**config.mk**
```make
export PLATFORM = sky130hd
export DESIGN_NAME = cache_meta_ctrl
export DESIGN_NICKNAME = d
export VERILOG_FILES = /design/src/rtl/cache_meta_ctrl_pkg.sv /design/src/rtl/cache_meta_ctrl_set_decoder.sv /design/src/rtl/cache_meta_ctrl.sv
export SDC_FILE = /design/constraint.sdc
export NUM_CORES = 1
export LEC_CHECK = 0
export ABC_AREA = 1
export ABC_CLOCK_PERIOD_IN_PS = 2600
export CAP_MARGIN = 20
export CORE_MARGIN = 2
export CORE_UTILIZATION = 36
export CTS_CLUSTER_SIZE = 16
export DETAILED_ROUTE_END_ITERATION = 6
export GPL_TIMING_DRIVEN = 0
export PLACE_DENSITY = 0.94
export SYNTH_ARGS = -nofsm -noshare
export SYNTH_HDL_FRONTEND = slang
export SYNTH_SLANG_ARGS = --single-unit
```
**constraint.sdc**
```tcl
create_clock -name clk -period 2.6 [get_ports clk]
set_input_delay 0.52 -clock clk [delete_from_list [all_inputs] [get_ports clk]]
set_output_delay 0.52 -clock clk [all_outputs]
set_load 0.02 [all_outputs]
```
**src/rtl/cache_meta_ctrl_pkg.sv**
```systemverilog
// Shared constants and types for the 2-way cache lookup / miss-fill controller.
package cache_meta_ctrl_pkg;

  localparam int TAG_MSB   = 7;
  localparam int TAG_LSB   = 2;
  localparam int VALID_BIT = 1;
  localparam int LRU_BIT   = 0;

  localparam int TAG_W  = 6;
  localparam int SET_W  = 6;
  localparam int WORD_W = 3;
  localparam int SETS   = 64;

  localparam int ADDR_TAG_MSB = 15;
  localparam int ADDR_TAG_LSB = 10;
  localparam int ADDR_SET_MSB = 9;
  localparam int ADDR_SET_LSB = 4;

  localparam int WORDS_PER_BLOCK = 8;

  typedef enum logic [1:0] {
    IDLE = 2'd0,
    FILL = 2'd1,
    META = 2'd2
  } state_t;

  function automatic logic [7:0] meta_pack(input logic [TAG_W-1:0] tag,
                                           input logic valid,
                                           input logic lru);
    return {tag, valid, lru};
  endfunction

endpackage

```
**src/rtl/cache_meta_ctrl_set_decoder.sv**
```systemverilog
// 6-to-64 one-hot set decoder, shared between metadata and data array sides.
module set_decoder
  import cache_meta_ctrl_pkg::*;
(
  input  logic [SET_W-1:0] set,
  output logic [SETS-1:0]  onehot
);

  assign onehot = {{(SETS-1){1'b0}}, 1'b1} << set;

endmodule

```
**src/rtl/cache_meta_ctrl.sv**
```systemverilog
// Lookup and miss-fill controller for a 2-way set-associative cache.
// Victim policy for full sets: true LRU when CACHE_LRU_EN is defined, round-robin otherwise.
module cache_meta_ctrl
  import cache_meta_ctrl_pkg::*;
#(
  parameter int MEM_LAT = 4
) (
  input  logic        clk,
  input  logic        rst,
  input  logic        req,
  input  logic [15:0] addr,
  output logic        stall,
  output logic        hit,
  output logic [63:0] meta_block_enable,
  input  logic [7:0]  meta0_out,
  input  logic [7:0]  meta1_out,
  output logic [7:0]  meta0_in,
  output logic [7:0]  meta1_in,
  output logic        meta0_write,
  output logic        meta1_write,
  output logic        hit_way,
  output logic        data_write,
  output logic [7:0]  data_word_enable,
  output logic        fill_way,
  output logic        mem_read,
  output logic [15:0] mem_addr,
  input  logic        mem_data_valid,
  input  logic [15:0] mem_data
);

`ifdef CACHE_LRU_EN
  localparam logic FILL_OTHER_LRU = 1'b1;
`else
  localparam logic FILL_OTHER_LRU = 1'b0;
`endif

  state_t              state;
  logic [TAG_W-1:0]    tag_q;
  logic [SET_W-1:0]    set_q;
  logic [WORD_W-1:0]   issue_cnt;
  logic [WORD_W-1:0]   rcv_cnt;
  logic                issue_done;

  logic [TAG_W-1:0]    addr_tag;
  logic [SET_W-1:0]    addr_set;
  logic [SET_W-1:0]    set_sel;
  logic [TAG_W-1:0]    tag0;
  logic [TAG_W-1:0]    tag1;
  logic                valid0;
  logic                valid1;
  logic                lru0;
  logic                lru1;
  logic                match0;
  logic                match1;
  logic                any_match;
  logic                full_victim;
  logic                victim_sel;

  assign addr_tag = addr[ADDR_TAG_MSB:ADDR_TAG_LSB];
  assign addr_set = addr[ADDR_SET_MSB:ADDR_SET_LSB];
  assign tag0     = meta0_out[TAG_MSB:TAG_LSB];
  assign tag1     = meta1_out[TAG_MSB:TAG_LSB];
  assign valid0   = meta0_out[VALID_BIT];
  assign valid1   = meta1_out[VALID_BIT];
  assign lru0     = meta0_out[LRU_BIT];
  assign lru1     = meta1_out[LRU_BIT];
  assign match0   = valid0 && (tag0 == addr_tag);
  assign match1   = valid1 && (tag1 == addr_tag);
  assign any_match = match0 || match1;

  // Word offset and returned data go straight to the data arrays, not through here.
  logic unused_inputs;
  assign unused_inputs = ^{addr[3:0], mem_data, lru0, lru1, MEM_LAT[0]};

`ifdef CACHE_LRU_EN
  assign full_victim = ~lru0 & lru1;
`else
  logic rr_q;
  assign full_victim = rr_q;
`endif

  always_comb begin
    if (!valid0)      victim_sel = 1'b0;
    else if (!valid1) victim_sel = 1'b1;
    else              victim_sel = full_victim;
  end

  // Once a miss is taken the latched set steers the arrays, so addr may wander.
  assign set_sel = (state == IDLE) ? addr_set : set_q;

  set_decoder u_set_decoder (
    .set    (set_sel),
    .onehot (meta_block_enable)
  );

  always_comb begin
    stall            = 1'b0;
    hit              = 1'b0;
    hit_way          = 1'b0;
    meta0_in         = 8'h00;
    meta1_in         = 8'h00;
    meta0_write      = 1'b0;
    meta1_write      = 1'b0;
    data_write       = 1'b0;
    data_word_enable = 8'h00;
    mem_read         = 1'b0;
    mem_addr         = 16'h0000;
    case (state)
      IDLE: begin
        hit   = req && any_match;
        stall = req && !any_match;
        if (req && any_match) begin
          hit_way = ~match0;
`ifdef CACHE_LRU_EN
          meta0_in    = meta_pack(tag0, valid0, ~match0);
          meta1_in    = meta_pack(tag1, valid1, match0);
          meta0_write = 1'b1;
          meta1_write = 1'b1;
`endif
        end
      end
      FILL: begin
        stall = 1'b1;
        if (!issue_done) begin
          mem_read = 1'b1;
          mem_addr = {tag_q, set_q, issue_cnt, 1'b0};
        end
        if (mem_data_valid) begin
          data_write       = 1'b1;
          data_word_enable = 8'd1 << rcv_cnt;
        end
      end
      META: begin
        stall       = 1'b1;
        meta0_write = 1'b1;
        meta1_write = 1'b1;
        if (fill_way == 1'b0) begin
          meta0_in = meta_pack(tag_q, 1'b1, 1'b0);
          meta1_in = meta_pack(tag1, valid1, FILL_OTHER_LRU);
        end else begin
          meta0_in = meta_pack(tag0, valid0, FILL_OTHER_LRU);
          meta1_in = meta_pack(tag_q, 1'b1, 1'b0);
        end
      end
      default: ;
    endcase
  end

  always_ff @(posedge clk) begin
    if (rst) begin
      state      <= IDLE;
      tag_q      <= '0;
      set_q      <= '0;
      fill_way   <= 1'b0;
      issue_cnt  <= '0;
      rcv_cnt    <= '0;
      issue_done <= 1'b0;
`ifndef CACHE_LRU_EN
      rr_q       <= 1'b0;
`endif
    end else begin
      case (state)
        IDLE: begin
          if (req && !any_match) begin
            tag_q      <= addr_tag;
            set_q      <= addr_set;
            fill_way   <= victim_sel;
            issue_cnt  <= '0;
            rcv_cnt    <= '0;
            issue_done <= 1'b0;
            state      <= FILL;
          end
        end
        FILL: begin
          if (!issue_done) begin
            issue_cnt <= issue_cnt + 1'b1;
            if (issue_cnt == WORD_W'(WORDS_PER_BLOCK - 1)) issue_done <= 1'b1;
          end
          if (mem_data_valid) begin
            rcv_cnt <= rcv_cnt + 1'b1;
            if (rcv_cnt == WORD_W'(WORDS_PER_BLOCK - 1)) state <= META;
          end
        end
        META: begin
          issue_done <= 1'b0;
          state      <= IDLE;
`ifndef CACHE_LRU_EN
          rr_q       <= ~rr_q;
`endif
        end
        default: state <= IDLE;
      endcase
    end
  end

endmodule
```
==> results of run 1 <==
layout by cell type, fill, tap and decap left out, types with 3 or more instances in the layout:
master / synthesis / layout
nand2_4: 1 / 8
clkbuf_1: 7 / 3
nor3_1: 3 / 3
clkbuf_2: 0 / 5
clkbuf_8: 0 / 3
dlymetal6s2s_1: 0 / 14
dfxtp_1: 23 / 21
nor2_1: 121 / 72
or2_4: 0 / 3
nor2_2: 0 / 25
conb_1: 1 / 3
buf_4: 5 / 40
ha_1: 13 / 10
buf_6: 1 / 28
a21oi_1: 38 / 36
nand3_1: 10 / 10
inv_1: 57 / 52
o21ai_4: 0 / 6
clkdlybuf4s15_2: 0 / 5
inv_2: 6 / 6
nand2_2: 0 / 22
nand2_1: 98 / 69
buf_2: 7 / 22
o21ai_0: 27 / 27
nor2_4: 0 / 24
dlygate4sd2_1: 0 / 6
clkdlybuf4s50_1: 0 / 42
inv_4: 0 / 5
per-layer routing:
layer,part of all wire,vias to the layer above,wire length (um)
li1,-,1639,-
met1,0.37,1586,3660
met2,0.53,183,5260
met3,0.066,29,647
met4,0.029,0,284
met5,0,-,0
cell families (layout without fill, tap and decap cells):
kind of cell	count (synthesis)	in the layout
compound gates	71	71
xor+xnor	2	2
fa+ha+maj	13	13
buf+inv	84	237
flops	23	23
other cells	1	3
simple gates	241	241
stage by stage:
step / instances / area (um^2) / setup slack (ns) / setup TNS [ns] / utilization
after global placement: 651 / 3800 / -0.660 / -29.64 / 0.605
final: 667 / 4360 / -0.0622 / -0.276 / 0.694
after global routing: 667 / 4360 / -0.143 / -3.51 / 0.694
after CTS: 661 / 3780 / -0.0195 / -0.0195 / 0.603
after floorplan: 437 / 2330 / 0.236 / 0 / -
after detailed placement: 651 / 3800 / -0.663 / -32.64 / 0.605
synthesized netlist by cell type, drive strengths merged, types with 3 or more instances:
master | instances | area share
nor2 | 121 | 0.20
dfxtp | 23 | 0.20
inv | 63 | 0.10
clkbuf | 7 | 0.011
a21oi | 38 | 0.082
o21ai | 33 | 0.079
or2 | 7 | 0.019
nor3 | 3 | 0.0065
buf | 14 | 0.038
nand3 | 11 | 0.026
nand2 | 99 | 0.16
ha | 13 | 0.070
sequential cells by signal (all words and copies together) (netlist names):
signal       count
set_q            6
tag_q            6
issue_cnt        3
rcv_cnt          3
state            2
fill_way         1
full_victim      1
issue_done       1
where the power goes:
part	internal (mW)	switching, mW
registers	0.387	0.0350
logic	0.371	0.678
clock network	0.107	0.119
total	0.865	0.832
worst reg2reg max path: stages, from the launching register on:
cell and delay (ns):
dfxtp_4 0.37, inv_4 0.08, ha_4 0.17, buf_12 0.15, nand2_1 0.10, inv_1 0.11, nand3_4 0.11, buf_4 0.17
buf_4 0.17, buf_4 0.18, o21ai_0 0.18, a21oi_1 0.06
area by class of cell:
| class | instances | area share |
|---|---|---|
| timing repair buffer | 151 | 0.325 |
| buffer | 19 | 0.0261 |
| tap | 77 | 0.0221 |
| multi-input combinational | 330 | 0.451 |
| clock inverter | 1 | 0.00115 |
| clock buffer | 3 | 0.00947 |
| inverter | 63 | 0.0571 |
| sequential | 23 | 0.107 |
path summary, 6_finish.rpt:
path,to,cells past startpoint
worst max-delay path,meta_block_enable[48],10
worst min-delay path,issue_cnt[1],2
worst min register to register,issue_cnt[1],2
worst max register to register,tag_q[1],11
what timing repair did:
action | in CTS | in global routing
endpoints found under the hold margin | 0 | 0
buffers inserted | 6 | 8
pin swaps | 11 | 35
cloned | 0 | 0
endpoints found under the setup margin | 95 | 91
gates resized for setup | 340 | 202
==> impl_metrics.json, run 1 <==
{
  "synthMuxAreaShare": 0,
  "synth_warnings": 0,
  "hpwl_mm": 6.85,
  "cts_buffers": 3,
  "area_delta_synth_final_pct": 87.8,
  "syn_area_mm2": 0.00232,
  "clk_latency_ns": 0.27,
  "cp_cell_sequence": "clkdlybuf4s50_1 > or2_4 > o21ai_4 > inv_2 > nor2_4 > nand2_4 > nor2_4 > nand2_2 > nor2_2 > buf_6",
  "period_minus_slack_ns": 2.66,
  "start_kind": "primary input",
  "syn_avg_cell_area_um2": 5.34,
  "start_util": 0.370,
  "io_pins": 164,
  "rrSetupSlack_ns": 0.64,
  "row_count": 29,
  "drt_wl_total_mm": 9.85,
  "hold_start": "issue_cnt[1]",
  "track_usage": 0.233,
  "slew_violations": 0,
  "worst-path-buf-inv": 3,
  "finalCritPeriodShare": 1.02,
  "required_ns": 2.08,
  "drc": 0,
  "synthXorXnorAreaFrac": 0.00755,
  "die-height_um": 84.3,
  "worst_slack_ns": -0.0622,
  "irDropWorstVdd_mv": 0.202,
  "cp-startpoint": "addr[4]",
  "synth-edff-count": 0,
  "synth_top_family_by_area": "simple AND/OR/NAND/NOR gates",
  "grt_max_degree": 14,
  "drv_cap": 0,
  "vias": 3437,
  "rr_startpoint": "state[1]",
  "yosys.area_share.simple": 0.410,
  "criticalPathCategory": "primary input to output pin",
  "n_antenna_cell": 0,
  "endpoint_kind": "output pin",
  "wl_per_cell_um": 14.8,
  "drtIter0Drc": 199,
  "ctsHoldBuffers": 0,
  "min_path_type": "flop to flop",
  "regArea_um2": 468,
  "coreArea_mm2": 0.00628,
  "grt.overflow.total": 0,
  "synthArstFlopShare": 0,
  "grt-busiest-layer": "met2",
  "crit_slowest_cell": "clkdlybuf4s50_1",
  "vias_per_cell": 5.15,
  "netlist-cell-type-count": 24,
  "multi_input_area_mm2": 0.00197,
  "cpPeakStageDelay_ns": 0.42,
  "cts.clk_slew.worst_paths_ns": 0.08,
  "critPathMostFrequentCell": "nor2_4",
  "root_buffer": "clkbuf_8",
  "portBuffers": 137,
  "p_per_area_mw_per_mm2": 389,
  "antenna_found_initial": 0,
  "power_mw": 1.70,
  "status": "finished with violations",
  "setup_viol_count_final": 16,
  "synthFlopType": "dfxtp_1",
  "fmax_mhz": 376,
  "clock-sinks": 23,
  "nets": 656,
  "clk_path_buf_depth": 2,
  "synthAdderAreaFrac": 0.0701,
  "grt_pass1_vias": 3134,
  "die_w_um": 84.3,
  "skew_ns": 0.00268,
  "fillers": 500,
  "failed_checks": "negative setup slack",
  "drtAntennaViolNets": 0,
  "drive_gt1_frac": 0.368,
  "die_area_mm2": 0.00711,
  "synth_seq_cells": 23,
  "hold_viol_final": 0,
  "crit_family": "simple AND/OR/NAND/NOR gates",
  "first_pass_iters": 5,
  "grt_pass1_wl_mm": 14.0,
  "crit_fanout": 3,
  "grt_use_met2": 0.423,
  "met1_usage": 0.275,
  "synth_cells": 435,
  "whs_ns": 0.507,
  "synth_compound_area_frac": 0.161,
  "grt_setup_unrepaired": "yes",
  "gr-usage-met3": 0.0334,
  "synth_seq_area_share": 0.198,
  "place_congestion": 0.962,
  "cts_tree": "yes",
  "p_leak_nw": 2.26,
  "critPathArrivalTime_ns": 2.14,
  "h-tree-depth": 1
}
Power figures use the tool's default switching activity.
==> run 2: changes to the inputs <==
CORE_MARGIN = not set   (was 2)
==> impl_metrics.json, run 2 (synthesized netlist as in run 1, its figures left out) <==
{
  "status": "finished with violations",
  "failed_checks": "negative setup slack",
  "layout_common_cells": "nor2_1, nand2_1, inv_1, buf_4, clkdlybuf4s50_1",
  "clk_path_buf_depth": 2,
  "endpoint_kind": "output pin",
  "top_layer": "met4",
  "power_mw": 1.62,
  "design_area_mm2": 0.00411,
  "cp_cell_sequence": "clkdlybuf4s50_1 > or2_4 > o21ai_4 > inv_2 > nor2_4 > nand2_4 > nor2_4 > nand2_2 > nor2_1 > buf_4",
  "irDropWorstVdd_mv": 0.386,
  "antenna_found_initial": 0,
  "nets": 651,
  "dpl_cell_area_mm2": 0.00379,
  "grt_pass1_wl_mm": 13.3,
  "start_kind": "primary input",
  "p_per_area_mw_per_mm2": 395,
  "grt_max_degree": 19,
  "wl_met1_mm": 3.58,
  "critPathArrivalTime_ns": 2.15,
  "regArea_um2": 465,
  "drc": 0,
  "crit_fanout": 3,
  "critPathMostFrequentCell": "nor2_4",
  "clock-sinks": 23,
  "vias_per_cell": 5.15,
  "layout_commonest_cell": "nor2_1",
  "wl_met2_mm": 4.87,
  "fmax_mhz": 374,
  "hold_depth": 2,
  "root_buffer": "clkbuf_8",
  "slew_violations": 0,
  "die-height_um": 82.3,
  "period_minus_slack_ns": 2.67,
  "finalSetupTns_ns": -0.270,
  "hpwl_mm": 6.59,
  "drt_wl_total_mm": 9.48,
  "criticalPathCategory": "primary input to output pin",
  "dr_wl_met3_um": 688,
  "drtAntennaViolNets": 0,
  "portBuffers": 137,
  "top_regs": "set_q (6), tag_q (6)",
  "area_delta_synth_final_pct": 77.2,
  "track_usage": 0.250,
  "h-tree-depth": 1,
  "final_cells": 660,
  "drtIter0Drc": 211,
  "grt_setup_unrepaired": "yes",
  "crit_slowest_cell": "clkdlybuf4s50_1",
  "wl_per_cell_um": 14.4,
  "start_util": 0.383,
  "drv_cap": 0,
  "ctsHoldBuffers": 0,
  "cts_tree": "yes",
  "cpPeakStageDelay_ns": 0.42,
  "dpl_worst_slack_ns": -0.676,
  "setup_viol_count_final": 13,
  "n_antenna_cell": 0,
  "worst_slack_ns": -0.0740,
  "clk_latency_ns": 0.26,
  "placed_cells": 649,
  "row_count": 28,
  "vias": 3401,
  "first_pass_iters": 5,
  "cts_buffers": 3,
  "drive_gt1_frac": 0.337,
  "grt_pass1_vias": 2946,
  "die_w_um": 82.3,
  "io_pins": 164,
  "finalCritPeriodShare": 1.03,
  "p_leak_nw": 2.17,
  "coreArea_mm2": 0.00606,
  "place_congestion": 0.922,
  "fillers": 513,
  "multi_input_area_mm2": 0.00188,
  "hold_viol_final": 0,
  "ff2ff_path_depth": 9,
  "die_area_mm2": 0.00677,
  "skew_ns": 0.00140,
  "min_path_type": "flop to flop",
  "grt.overflow.total": 0,
  "required_ns": 2.08,
  "cts.clk_slew.worst_paths_ns": 0.08
}
run 2: cell types whose count changed in the layout (fill, tap and decap cells not counted), sizes merged:
cell           delta
clkdlybuf4s15     -4
clkdlybuf4s50     -3
clkbuf            +5
dlygate4sd2       +2
buf               -4
dlymetal6s2s      -1
run 2: cell type report:
cell class / count / area share
Buffer: 19 / 0.0271
Clock buffer: 3 / 0.0100
Clock inverter: 1 / 0.00122
Inverter: 63 / 0.0605
Multi-Input combinational cell: 330 / 0.457
Sequential cell: 23 / 0.113
Tap cell: 75 / 0.0228
Timing Repair Buffer: 146 / 0.308
run 2: layer usage:
| layer | up-vias | track usage |
|---|---|---|
| li1 | 1622 | - |
| met4 | 0 | 0.0684 |
| met2 | 172 | 0.445 |
| met3 | 40 | 0.0484 |
| met1 | 1567 | 0.304 |
| met5 | - | 0 |
run 2: critical path, delay by kind of cell:
kind / cells / cell delay [ns]
compound gates: 1 / 0.09
buf+inv: 3 / 0.67
simple gates: 6 / 0.87
run 2: report_power, final:
part / total [mW] / internal [mW] / switching, mW / leakage [nW]
sequential: 0.422 / 0.388 / 0.0349 / 0.190
clock: 0.221 / 0.107 / 0.114 / 0.0255
combinational: 0.981 / 0.336 / 0.645 / 1.95
total: 1.62 / 0.830 / 0.795 / 2.17
run 2: what timing repair did:
action	in CTS	in global routing
resized for setup	331	177
cloned	0	0
pin swaps	6	29
setup buffers	7	2
endpoints found under the setup margin	95	87
run 2: through the flow:
step | util | hold slack, ns
3_5_place_dp | 0.626 | 0.472
4_1_cts | 0.608 | 0.498
6_report | 0.679 | 0.502
5_1_grt | 0.679 | 0.525
2_1_floorplan | - | 0.444
3_3_place_gp | 0.626 | 0.459
run 2: path summary, 6_finish.rpt:
| check | start | end | slack (ns) |
|---|---|---|---|
| max | addr[4] | meta_block_enable[24] | -0.07 |
| min | issue_cnt[1] | issue_cnt[1] | 0.50 |
| max reg2reg | state[0] | set_q[0] | 0.92 |
| min reg2reg | issue_cnt[1] | issue_cnt[1] | 0.50 |
